File: config.mk
export PLATFORM = sky130hd
export DESIGN_NAME = instruction_fetch_unit
export DESIGN_NICKNAME = d
export VERILOG_FILES = /design/src/rtl/instruction_fetch_unit_pkg.sv /design/src/rtl/instruction_fetch_unit_next_pc_select.sv /design/src/rtl/instruction_fetch_unit.sv
export SDC_FILE = /design/constraint.sdc
export NUM_CORES = 1
export LEC_CHECK = 0
export CAP_MARGIN = 20
export CELL_PAD_IN_SITES_DETAIL_PLACEMENT = 0
export CELL_PAD_IN_SITES_GLOBAL_PLACEMENT = 1
export CORE_MARGIN = 4
export CORE_UTILIZATION = 38
export DETAILED_ROUTE_END_ITERATION = 8
export GPL_TIMING_DRIVEN = 0
export PLACE_DENSITY_LB_ADDON = 0.1
export SLEW_MARGIN = 10
export SYNTH_ARGS = -nofsm -noshare
export SYNTH_HDL_FRONTEND = slang
export SYNTH_HIERARCHICAL = 1
export SYNTH_SLANG_ARGS = --single-unit
File: constraint.sdc
create_clock -name clk -period 5.75 [get_ports clk]
set_input_delay 1.725 -clock clk [delete_from_list [all_inputs] [get_ports clk]]
set_output_delay 1.725 -clock clk [all_outputs]
set_load 0.01 [all_outputs]
File: src/rtl/instruction_fetch_unit_pkg.sv
// Shared core definitions for the fetch front end: next-PC select codes,
// fetch FSM encodings, the reset NOP and an alignment helper.
package instruction_fetch_unit_pkg;

  typedef enum logic [1:0] {
    PC_SEL_SEQ    = 2'b00,
    PC_SEL_BRANCH = 2'b01,
    PC_SEL_JALR   = 2'b10,
    PC_SEL_RSVD   = 2'b11
  } pc_sel_e;

  typedef enum logic [1:0] {
    ST_FETCH = 2'b00,
    ST_HOLD  = 2'b01,
    ST_DRAIN = 2'b10
  } fetch_state_e;

  localparam logic [31:0] NOP_INST = 32'h0000_0013;
  localparam logic [63:0] PC_STEP  = 64'd4;

  // Only bit 1 matters: JALR targets have bit 0 cleared, branch offsets are even.
  function automatic logic target_misaligned(input logic [63:0] addr);
    return addr[1];
  endfunction

endpackage

File: src/rtl/instruction_fetch_unit_next_pc_select.sv
// Combinational redirect decode: picks the control-transfer target, clears
// JALR bit 0 and classifies the redirect as effective or misaligned.
module next_pc_select
  import instruction_fetch_unit_pkg::*;
(
  input  logic        redirect_valid,
  input  logic [1:0]  pc_sel,
  input  logic [63:0] branch_target,
  input  logic [63:0] jalr_target,
  output logic [63:0] target,
  output logic        effective,
  output logic        misaligned
);

  logic is_xfer_s;

  // Target mux and redirect classification
  always_comb begin
    target     = 64'd0;
    is_xfer_s  = 1'b0;
    effective  = 1'b0;
    misaligned = 1'b0;
    case (pc_sel_e'(pc_sel))
      PC_SEL_BRANCH: begin
        target    = branch_target;
        is_xfer_s = 1'b1;
      end
      PC_SEL_JALR: begin
        target    = {jalr_target[63:1], 1'b0};
        is_xfer_s = 1'b1;
      end
      default: begin
        target    = 64'd0;
        is_xfer_s = 1'b0;
      end
    endcase
    if (redirect_valid && is_xfer_s) begin
      misaligned = target_misaligned(target);
      effective  = !target_misaligned(target);
    end else begin
      misaligned = 1'b0;
      effective  = 1'b0;
    end
  end

endmodule

File: src/rtl/instruction_fetch_unit.sv
// Single-outstanding-request instruction fetch unit: fetches one word,
// holds it for decode, and drains a stale request after a redirect.
module instruction_fetch_unit
  import instruction_fetch_unit_pkg::*;
#(
  parameter logic [63:0] RESET_PC = 64'h0000_0000_0040_0000
) (
  input  logic        clk,
  input  logic        rst,
  input  logic        redirect_valid,
  input  logic [1:0]  pc_sel,
  input  logic [63:0] branch_target,
  input  logic [63:0] jalr_target,
  output logic        imem_req,
  output logic [63:0] imem_addr,
  input  logic        imem_ready,
  input  logic [31:0] imem_rdata,
  output logic        inst_valid,
  input  logic        inst_ready,
  output logic [31:0] inst,
  output logic [63:0] inst_pc,
  output logic [63:0] inst_pc_plus4,
  output logic        misaligned_fetch
);

  fetch_state_e state_q, state_d;
  logic [63:0]  pc_q, pc_d;
  logic [63:0]  req_addr_q, req_addr_d;
  logic [31:0]  inst_q, inst_d;
  logic [63:0]  inst_pc_q, inst_pc_d;
  logic [63:0]  inst_pc_plus4_q, inst_pc_plus4_d;
  logic         inst_valid_q, inst_valid_d;
  logic         misaligned_q, misaligned_d;

  logic [63:0]  tgt_s;
  logic         eff_s;
  logic         mis_s;

  next_pc_select u_next_pc_select (
    .redirect_valid (redirect_valid),
    .pc_sel         (pc_sel),
    .branch_target  (branch_target),
    .jalr_target    (jalr_target),
    .target         (tgt_s),
    .effective      (eff_s),
    .misaligned     (mis_s)
  );

  // Next-state and datapath update for the fetch FSM
  always_comb begin
    state_d         = state_q;
    pc_d            = pc_q;
    req_addr_d      = req_addr_q;
    inst_d          = inst_q;
    inst_pc_d       = inst_pc_q;
    inst_pc_plus4_d = inst_pc_plus4_q;
    inst_valid_d    = inst_valid_q;
    misaligned_d    = mis_s;
    case (state_q)
      ST_FETCH: begin
        if (eff_s) begin
          pc_d = tgt_s;
          if (imem_ready) begin
            req_addr_d = tgt_s;
          end else begin
            state_d = ST_DRAIN;
          end
        end else if (imem_ready) begin
          inst_d          = imem_rdata;
          inst_pc_d       = req_addr_q;
          inst_pc_plus4_d = req_addr_q + PC_STEP;
          inst_valid_d    = 1'b1;
          state_d         = ST_HOLD;
        end else begin
          state_d = ST_FETCH;
        end
      end
      ST_HOLD: begin
        if (eff_s) begin
          pc_d         = tgt_s;
          req_addr_d   = tgt_s;
          inst_valid_d = 1'b0;
          state_d      = ST_FETCH;
        end else if (inst_ready) begin
          pc_d         = inst_pc_plus4_q;
          req_addr_d   = inst_pc_plus4_q;
          inst_valid_d = 1'b0;
          state_d      = ST_FETCH;
        end else begin
          state_d = ST_HOLD;
        end
      end
      ST_DRAIN: begin
        // A redirect landing in the completing cycle still wins over the older pc.
        if (eff_s) begin
          pc_d = tgt_s;
        end else begin
          pc_d = pc_q;
        end
        if (imem_ready) begin
          req_addr_d = eff_s ? tgt_s : pc_q;
          state_d    = ST_FETCH;
        end else begin
          state_d = ST_DRAIN;
        end
      end
      default: begin
        state_d      = ST_FETCH;
        req_addr_d   = pc_q;
        inst_valid_d = 1'b0;
      end
    endcase
  end

  // State and datapath registers with synchronous reset
  always_ff @(posedge clk) begin
    if (rst) begin
      state_q         <= ST_FETCH;
      pc_q            <= RESET_PC;
      req_addr_q      <= RESET_PC;
      inst_q          <= NOP_INST;
      inst_pc_q       <= RESET_PC;
      inst_pc_plus4_q <= RESET_PC + PC_STEP;
      inst_valid_q    <= 1'b0;
      misaligned_q    <= 1'b0;
    end else begin
      state_q         <= state_d;
      pc_q            <= pc_d;
      req_addr_q      <= req_addr_d;
      inst_q          <= inst_d;
      inst_pc_q       <= inst_pc_d;
      inst_pc_plus4_q <= inst_pc_plus4_d;
      inst_valid_q    <= inst_valid_d;
      misaligned_q    <= misaligned_d;
    end
  end

  assign imem_req         = (state_q != ST_HOLD);
  assign imem_addr        = req_addr_q;
  assign inst_valid       = inst_valid_q;
  assign inst             = inst_q;
  assign inst_pc          = inst_pc_q;
  assign inst_pc_plus4    = inst_pc_plus4_q;
  assign misaligned_fetch = misaligned_q;

endmodule

==> impl_results.md <==
- Area of placed instances: 0.0190 sq mm
- Synth Area in Compound Gates: 22.2%
- Critical Path Sink Type: register
- Number of global-route vias before repair: 15074
- First-pass GRT wire length: 91900 microns
- Worst-Skew Late Latency: 0.52 ns
- Peak Freq: 181 MHz
- Final HPWL DP: 44900 microns
- RSZ-0062 raised after global routing: no
- GR Util All Layers: 28.3%
- Switching Power: 1.82 mW
- Iteration count of the initial detailed-routing pass: 6
- Final slew viol count: 0
- Sequential share of power: 40.2%
- Post-synthesis adder-cell area fraction: 0.260%
- Req. time, crit path: 6.19 ns
- ANT nets after route: 0
- Mapped Area: 0.0144 sq mm
- Area taken by multi-input logic gates: 0.00764 sq mm
- Ratio of final minimum period to clock period: 96.3%
- Post-synthesis average cell area: 8.14 sq um
- Die area: 0.0412 sq mm
- Final core occ: 53.5%
- Vias: 15283
- TritonCTS buffer count: 35
- Clock Root Buffer: clkbuf_16
- CTS sink count: 290
- Peak supply drop: 0.167 mV
- DRC Markers: 0
- I/O pin total: 394
- Startpoint Class: primary input
- Pre-CTS WS: -0.510 ns
- Met2 WL: 27700 microns
- FFs w/ async S/R, synth: 0%
- Most used cell, CP: clkbuf_1
- Post-route minimum period: 5.54 ns
- Routed Wire Length: 61000 microns
- Slowest cell on crit path: clkbuf_1
- Register bit total from synthesis: 290
- Commonest cells after routing, fill and taps aside: clkdlybuf4s50_1, nand2_1, dfxtp_1, nor2_1, clkbuf_1
- Syn nets: 1943
- Finished Cell Area: 0.0201 sq mm
- Gate power share: 22.9%
- Filler instances: 3679
- Fin Hold WS: 0.452 ns
- Worst slew pin tran: 1.11 ns
- Core ar.: 0.0376 sq mm
- Setup ws final: 0.214 ns
- DR WL met3: 5080 microns
- Mux share of post-synthesis cell area: 4.44%
- DR iter-0 viols: 1077
- Placed cell count: 2677
- Port Buf Inserts: 391
- Critical path class: in2reg
- Slew HR: 26.0%
- Worst Skew: 0.0140 ns
- Largest net degree at the start of global routing: 13
- Sequential area share after synthesis: 40.2%
- Post-synth top area cell: dfxtp_1
- Internal power: 4.12 mW
- Die X: 203 microns
- Most common cell after layout, fill and taps aside: clkdlybuf4s50_1
- Nets: 2373
- Fin cells: 2738
- Std cell rows: 71
- Area growth syn-to-layout: 39.4%
- Max FO, Critical Path: 10
- Hold Buf Count CTS: 0
- CTS tree: built
- Status: complete, no violations
- Worst hold path cell count: 2
- CP peak stage delay: 0.81 ns
- Gpl congestion: 0.867
- Synth Flop Type: dfxtp_1
- Hold Vio Cnt, Final: 0
- Max layer used: met5
- Critical path, cell by cell: clkdlybuf4s50_1 -> inv_1 -> ha_1 -> buf_2 -> and3b_1 -> clkbuf_1 -> nor4b_2 -> clkbuf_1 -> clkbuf_1 -> nand2_1 -> a21oi_1
- Metal-1 WL: 26400 microns
- Post-Synth XOR/XNOR Area: 1.76%
- Synth Instances: 1773
- Initial core utilization: 38.4%
- Largest family of logic cells by synthesized area: simple AND/OR/NAND/NOR gates
- Switching Fraction: 30.7%
- Clock network power share: 36.9%
- Aggregate global routing overflow: 0
- WL/cell: 22.3 microns
- Share of layout cells above drive strength 1: 6.20%
- Post-synth EDFFs: 0
- Pleak: 6.63 nW
- Setup Viol. Count Final: 0
- CTS clock-pin slew for the worst setup and hold paths: 0.06 ns
- Maxcap violations: 0
- Htree depth: 2
- Critical path arrival: 5.98 ns
- Cell variety after synth: 60
- Synth top area share: 40.2%
- HP Class: reg2reg
- CTS max path bufs: 3
- R2R cell count: 7
- Vias/cell: 5.58
- Reg area: 0.00581 sq mm
- PwrDens: 295 mW/mm^2
- Die Span Y: 203 microns
- Simple-Gate Fraction of Synth Area: 24.3%
- Initial antenna violation count: 2
- Synth top area cells: dfxtp_1, nand2_1, nor2_1
- Synth warn: 6
-- worst max-delay path, delay by kind of cell --
| kind | cells | cell delay, ns |
|---|---|---|
| buffers and inverters | 6 | 2.73 |
| adders and majority gates | 1 | 0.33 |
| AOI/OAI and AO/OA | 1 | 0.15 |
| and+or+nand+nor | 3 | 1.02 |
-- stage by stage --
stage                     total power, mW  setup TNS, ns
after floorplan                      3.07              0
after global placement               3.76         -55.65
after detailed placement             3.78         -17.02
after CTS                            5.97              0
after global routing                 6.18              0
final                                5.94              0
-- registers in the layout (all words and copies together) (netlist names) --
name              count
misaligned_fetch      1
inst_pc_plus4        62
pc_q                 64
state_q               2
inst_pc              64
inst                 32
imem_addr            64
inst_valid            1
-- repair_timing --
action                                  in CTS  in global routing
setup buffers                                0                  0
resized for setup                            0                  3
endpoints found under the setup margin       0                 10
-- cells by family after synthesis --
logic type / Yosys count
AND/OR/NAND/NOR: 767
AO/OA/AOI/OAI: 431
flip-flops: 290
buffers and inverters: 189
multiplexers: 64
XOR/XNOR: 29
adder cells (fa/ha/maj): 3
-- synthesized netlist by cell type, types with 19 or more instances --
master / number
a211oi_1: 96
a21oi_1: 96
nor2_1: 263
buf_1: 22
nand2b_1: 65
a22oi_2: 22
a22oi_1: 104
dfxtp_1: 290
nor4_1: 32
nand2_1: 290
mux2i_1: 64
clkbuf_1: 112
a311oi_1: 83
nand3_1: 19
-- power by group through the flow --
| stage | Combinational (mW) | Clock [mW] | Sequential, mW |
|---|---|---|---|
| floorplan | 0.649 | 0 | 2.42 |
| global placement | 1.34 | 0 | 2.42 |
| detailed placement | 1.35 | 0 | 2.43 |
| CTS | 1.36 | 2.23 | 2.39 |
| global route | 1.47 | 2.29 | 2.41 |
| finish | 1.36 | 2.19 | 2.39 |
-- layout make-up --
type / instances / area share [%]
Multi-Input combinational cell: 1294 / 38.0
Inverter: 13 / 0.243
Antenna cell: 1 / 0.0124
Clock buffer: 52 / 5.23
Clock inverter: 8 / 0.323
Timing Repair Buffer: 393 / 19.5
Tap cell: 511 / 3.18
Buffer: 176 / 4.63
Sequential cell: 290 / 28.9
-- per-layer routing --
metal	GRT usage (%)	vias to the layer above
li1	-	7207
met1	38.3	7285
met2	45.6	686
met3	6.42	103
met4	8.39	2
met5	0	-
-- final timing paths --
check | startpoint | to | slack [ns]
max | pc_sel[0] | inst_pc[42] | 0.21
min | inst[5] | inst[5] | 0.45
max reg2reg | imem_addr[2] | inst_pc_plus4[44] | 2.65
min reg2reg | inst[5] | inst[5] | 0.45
(Power assumes the default switching activity.)
==> RTL change 1 (same flow settings) <==
Register the input `jalr_target` before use, with the module's reset. The logic sees it one clock later. The other inputs are not delayed to match.
--- a/src/rtl/instruction_fetch_unit.sv
+++ b/src/rtl/instruction_fetch_unit.sv
@@ -23,6 +23,16 @@
   output logic        misaligned_fetch
 );
 
+  logic [63:0] jalr_target_q;
+
+  always_ff @(posedge clk) begin
+    if (rst) begin
+      jalr_target_q <= '0;
+    end else begin
+      jalr_target_q <= jalr_target;
+    end
+  end
+
   fetch_state_e state_q, state_d;
   logic [63:0]  pc_q, pc_d;
   logic [63:0]  req_addr_q, req_addr_d;
@@ -40,7 +50,7 @@
     .redirect_valid (redirect_valid),
     .pc_sel         (pc_sel),
     .branch_target  (branch_target),
-    .jalr_target    (jalr_target),
+    .jalr_target    (jalr_target_q),
     .target         (tgt_s),
     .effective      (eff_s),
     .misaligned     (mis_s)
Formal check against the unedited RTL: not equivalent (a bounded check fails within 4 cycles, from zero or initial values and one cycle with rst high).
==> RTL change 1 against the original RTL <==
  * Synthesized area grew 9.7%
  * Total power is 17% higher
  * First-iteration DRC count rose by 2.0%
  * Critical path type unchanged
  * Highest routed layer is now met4
  * Sequential cell count up 63
  * Sequential power up 20%
  * Core utilization decreased by 0.19 points
  * Cell area is 8.8% higher
  * Setup slack lost 0.029 ns
  * Routed wire length rose by 0.58%
==> RTL change 1: results (changes against the original RTL) <==
run status completed; synthesized instance count 1,867 (+5.3%); yosys warns 6 (unchanged); row count 74 (+4.2%); DP Wirelength 45,600 um (+1.6%); Sequential Power Share 0.413 (+0.011); max_slew headroom 0.228 (-0.0317); Nets 2,474 (+4.3%); CTS Buf Count 42 (+20%); drt first pass iters 7 (+1); postcts setup bufs 0 (unchanged); Setup crit end kind flop; Clock Tree Buf Depth 3 (unchanged); Slowest Stage Delay on Critical Path 0.55 ns (-0.26 ns); Worst-path clk slew 0.06 ns (about the same); power density cells 318 nW/um2 (+7.7%); Achievable Freq 0.180 GHz (-0.52%); Arr. time, crit path 6.05 ns (+0.07 ns); reg2reg path depth 10 (+3); peak supply drop 202 uV (+21%); clk_lat worst skew 0.56 ns (+0.04 ns); R2R Path End inst[29]; Cells after DPL 2,793 (+4.3%); dpl ws -0.584 ns (-0.0735 ns); Max FO, Critical Path 16 (+6); layout cells sized above 1 0.0586 (-0.00335); clk_skew 0.0132 ns (-0.000818 ns); post-synthesis net count 2,037 (+4.8%); initial antenna violation count 1 (-1); Hold Crit Class reg -> reg; H-Tree Depth 2 (unchanged); Port Buf Inserts 391 (unchanged); routed length per instance 21.4 um (-4.0%); Comb. pwr 1.32 mW (-3%); CTS root buf clkbuf_16; Fin. Hold Viols 0 (unchanged); Slowest cell on crit path nor2_1; first-pass GRT wire length 92,100 um (+0.22%); cell-internal power 4.95 mW (+20%); placement-stage cell area 20,500 um2 (+7.7%); pin count of the biggest net entering global routing 13 (unchanged); R2R setup slack 2.31 ns (-0.34 ns); hold_sp inst[22]; PostCTS Resize Cnt 0 (unchanged); reg-to-reg startpoint jalr_target_q[1]; via count 15,400 (+0.87%); Critical Path Start pc_sel[0]; number of DRC markers in iteration 0 1,099 (+2.0%); Leak 7.43 nW (+12%); CTS hold repair buffers 0 (unchanged); Filler cells 3,924 (+6.7%); RD Place Congestion 0.872 (+0.51%); GRT Overall Usage 0.262 (-0.0211); Finished Layout Cells 2,869 (+4.8%)
## RTL change 1: worst min path at each step
| stage | cells past startpoint | slack (ns) | end |
|---|---|---|---|
| detailed placement | 2 | 0.45 | inst_pc[10] |
| CTS | 2 | 0.45 | inst_pc[10] |
| global placement | 2 | 0.44 | inst_pc[35] |
| finish | 2 | 0.45 | inst[22] |
| floorplan | 2 | 0.44 | pc_q[22] |
| global route | 2 | 0.47 | inst[3] |
## RTL change 1: through the flow
step            util  hold slack (ns)
5_1_grt        0.533            0.469
3_5_place_dp   0.499            0.446
3_3_place_gp   0.497            0.441
4_1_cts        0.533            0.454
6_report       0.533            0.454
2_1_floorplan      -            0.445
## RTL change 1: worst max-delay path, delay by kind of cell
family                   cells  cell delay, ns
buffers and inverters        7            2.52
adder cells (fa/ha/maj)      1            0.37
AO/OA/AOI/OAI                1            0.15
AND/OR/NAND/NOR              4            1.25
## RTL change 1: layer usage
layer | part of all wire | global-route usage | wire length (um) | up-vias
met1 | 0.45 | 0.359 | 27500 | 7352
li1 | - | - | - | 7412
met3 | 0.071 | 0.0521 | 4360 | 87
met4 | 0.025 | 0.0751 | 1550 | 0
met5 | 0 | 0 | 0 | -
met2 | 0.46 | 0.424 | 27900 | 565
## RTL change 1: cell type report
cell class              count  area [um2]  share of cell area
clock inverters            10         125             0.00572
repair buffers            394        3960               0.181
multi-input cells        1338        7950               0.364
well taps                 532         666              0.0304
flip-flops and latches    353        7070               0.323
inverters                   6        22.5             0.00103
clock buffers              66        1310              0.0596
plain buffers             169         781              0.0357
diodes                      1        2.50            0.000114
==> RTL change 2 (config.mk and constraints unchanged) <==
Without the edit above. `RESET_PC`: 64'h0000_0000_0040_0000 -> 64'h0000000000300000.
--- a/src/rtl/instruction_fetch_unit.sv
+++ b/src/rtl/instruction_fetch_unit.sv
@@ -3,7 +3,7 @@
 module instruction_fetch_unit
   import instruction_fetch_unit_pkg::*;
 #(
-  parameter logic [63:0] RESET_PC = 64'h0000_0000_0040_0000
+  parameter logic [63:0] RESET_PC = 64'h0000000000300000
 ) (
   input  logic        clk,
   input  logic        rst,
Behaviour: not the same (Yosys sat finds a counterexample within 4 cycles, from zero or initial values and one cycle with rst high).
==> RTL change 2 against the original RTL <==
  * Setup slack gained 0.046 ns
  * Routed wire length shrank 2.3%
  * Total power shrank 0.40%
  * Fmax grew 0.84%
  * Cell count shrank 1.5%
  * Synthesized area shrank 1.1%
  * Sequential cell count is the same
  * Global-route usage shrank 0.44 points
  * Synthesized cell count grew 0.23%
  * Cell area shrank 1.1%
  * Core utilization grew 0.56 points
  * Sequential share of layout area grew 0.31 points
  * Critical path type unchanged
==> RTL change 2: results (changes against the original RTL) <==
Hold WS 0.450 ns (-0.00164 ns); placement-stage cell area 18,800 um2 (-1.1%); RD Place Congestion 0.897 (+3.5%); Leak 6.54 nW (-1.4%); most numerous cell in the Yosys netlist nand2_1; dpl ws -0.409 ns (+0.101 ns); pin count of the biggest net entering global routing 13 (unchanged); ranking of synthesized cells by area dfxtp_1 (41%), nand2_1 (7.7%), nor2_1 (6.8%), a22oi_1 (5.5%), a311oi_1 (5.0%); Cells after DPL 2,638 (-1.5%); GRT Overall Usage 0.279 (-0.00444); via count 15,200 (-0.54%); Port Buf Inserts 392 (+0.26%); Slowest Stage Delay on Critical Path 0.59 ns (-0.22 ns); post-synthesis net count 1,947 (+0.21%); first-pass GRT wire length 90,600 um (-1.5%); Worst Max-Slew Pin Slew 1.02 ns (-0.0939 ns); Post-synth EDFFs 0 (unchanged); switching share of power 0.306 (-0.000731); Arr. time, crit path 5.91 ns (-0.07 ns); Synth cell types 58 (-3.3%); Async S/R FF share, synth 0 (unchanged); H-Tree Depth 2 (unchanged); R2R setup slack 2.55 ns (-0.10 ns); initial antenna violation count 3 (+1); clk_skew 0.0124 ns (-0.00163 ns); Routed WL 59,500 um (-2.3%); Synth top cells by count nand2_1 (293), dfxtp_1 (290), nor2_1 (260); layout cells sized above 1 0.0489 (-0.0131); peak supply drop 173 uV (+3.6%); run status completed; number of DRC markers in iteration 0 1,248 (+16%); register area share after synthesis 0.407 (+0.00462); Nets 2,377 (+0.17%); CTS root buf clkbuf_16; Slowest cell on crit path clkbuf_1; DP Wirelength 44,700 um (-0.44%); Mean Syn Cell Area 8.03 um2 (-1.4%); Finished Layout Cells 2,698 (-1.5%); hold_sp inst_pc[45]; reg-to-reg startpoint imem_addr[4]; Clock Tree Buf Depth 3 (unchanged)
==> RTL change 2: layer usage <==
metal	wire length, um	share of wire	GRT usage
met1	25200	0.42	0.366
met2	27100	0.46	0.449
met3	5290	0.089	0.0743
met4	1890	0.032	0.0908
met5	27	0.00045	0
==> RTL change 2: stage by stage <==
step / util / total power, mW
after floorplan: - / 3.06
after global placement: 0.510 / 3.74
after detailed placement: 0.511 / 3.76
after CTS: 0.541 / 5.94
after global routing: 0.541 / 6.17
final: 0.541 / 5.92
==> RTL change 2: cell type report <==
class / count / area, um2
clock buffers: 52 / 1010
multi-input cells: 1302 / 7620
fillers: 3560 / 16900
repair buffers: 393 / 3940
clock inverters: 7 / 96.3
plain buffers: 174 / 798
flip-flops and latches: 290 / 5810
diodes: 1 / 2.50
well taps: 468 / 586
inverters: 11 / 41.3
==> RTL change 2: worst max path at each step <==
stage,start,end,slack [ns],cells past startpoint
after global placement,pc_sel[0],inst_pc_plus4[32],-0.43,11
final,pc_sel[0],inst_pc_plus4[2],0.26,12
after global routing,pc_sel[0],inst_pc_plus4[58],0.06,12
after floorplan,pc_sel[0],inst_pc_plus4[2],1.68,11
after CTS,pc_sel[0],inst[1],0.11,12
after detailed placement,pc_sel[0],inst[1],-0.41,12
==> RTL change 2: logic make-up after synthesis <==
kind of cell | share of synthesized area
multiplexers | 0.0435
XOR/XNOR | 0.0190
flip-flops | 0.407
adder cells (fa/ha/maj) | 0.00263
buffers and inverters | 0.0586
AO/OA/AOI/OAI | 0.227
AND/OR/NAND/NOR | 0.242
==> RTL change 2: tightest hold or removal path: stages (launching register included) <==
cell and delay (ns):
dfxtp_1 0.30, nand2_1 0.05, a21oi_1 0.05
==> RTL change 2: timing repair <==
item                                    4_1_cts  5_1_grt
hold buffers                                  0        0
endpoints found under the setup margin        0       61
resized for setup                             0        8
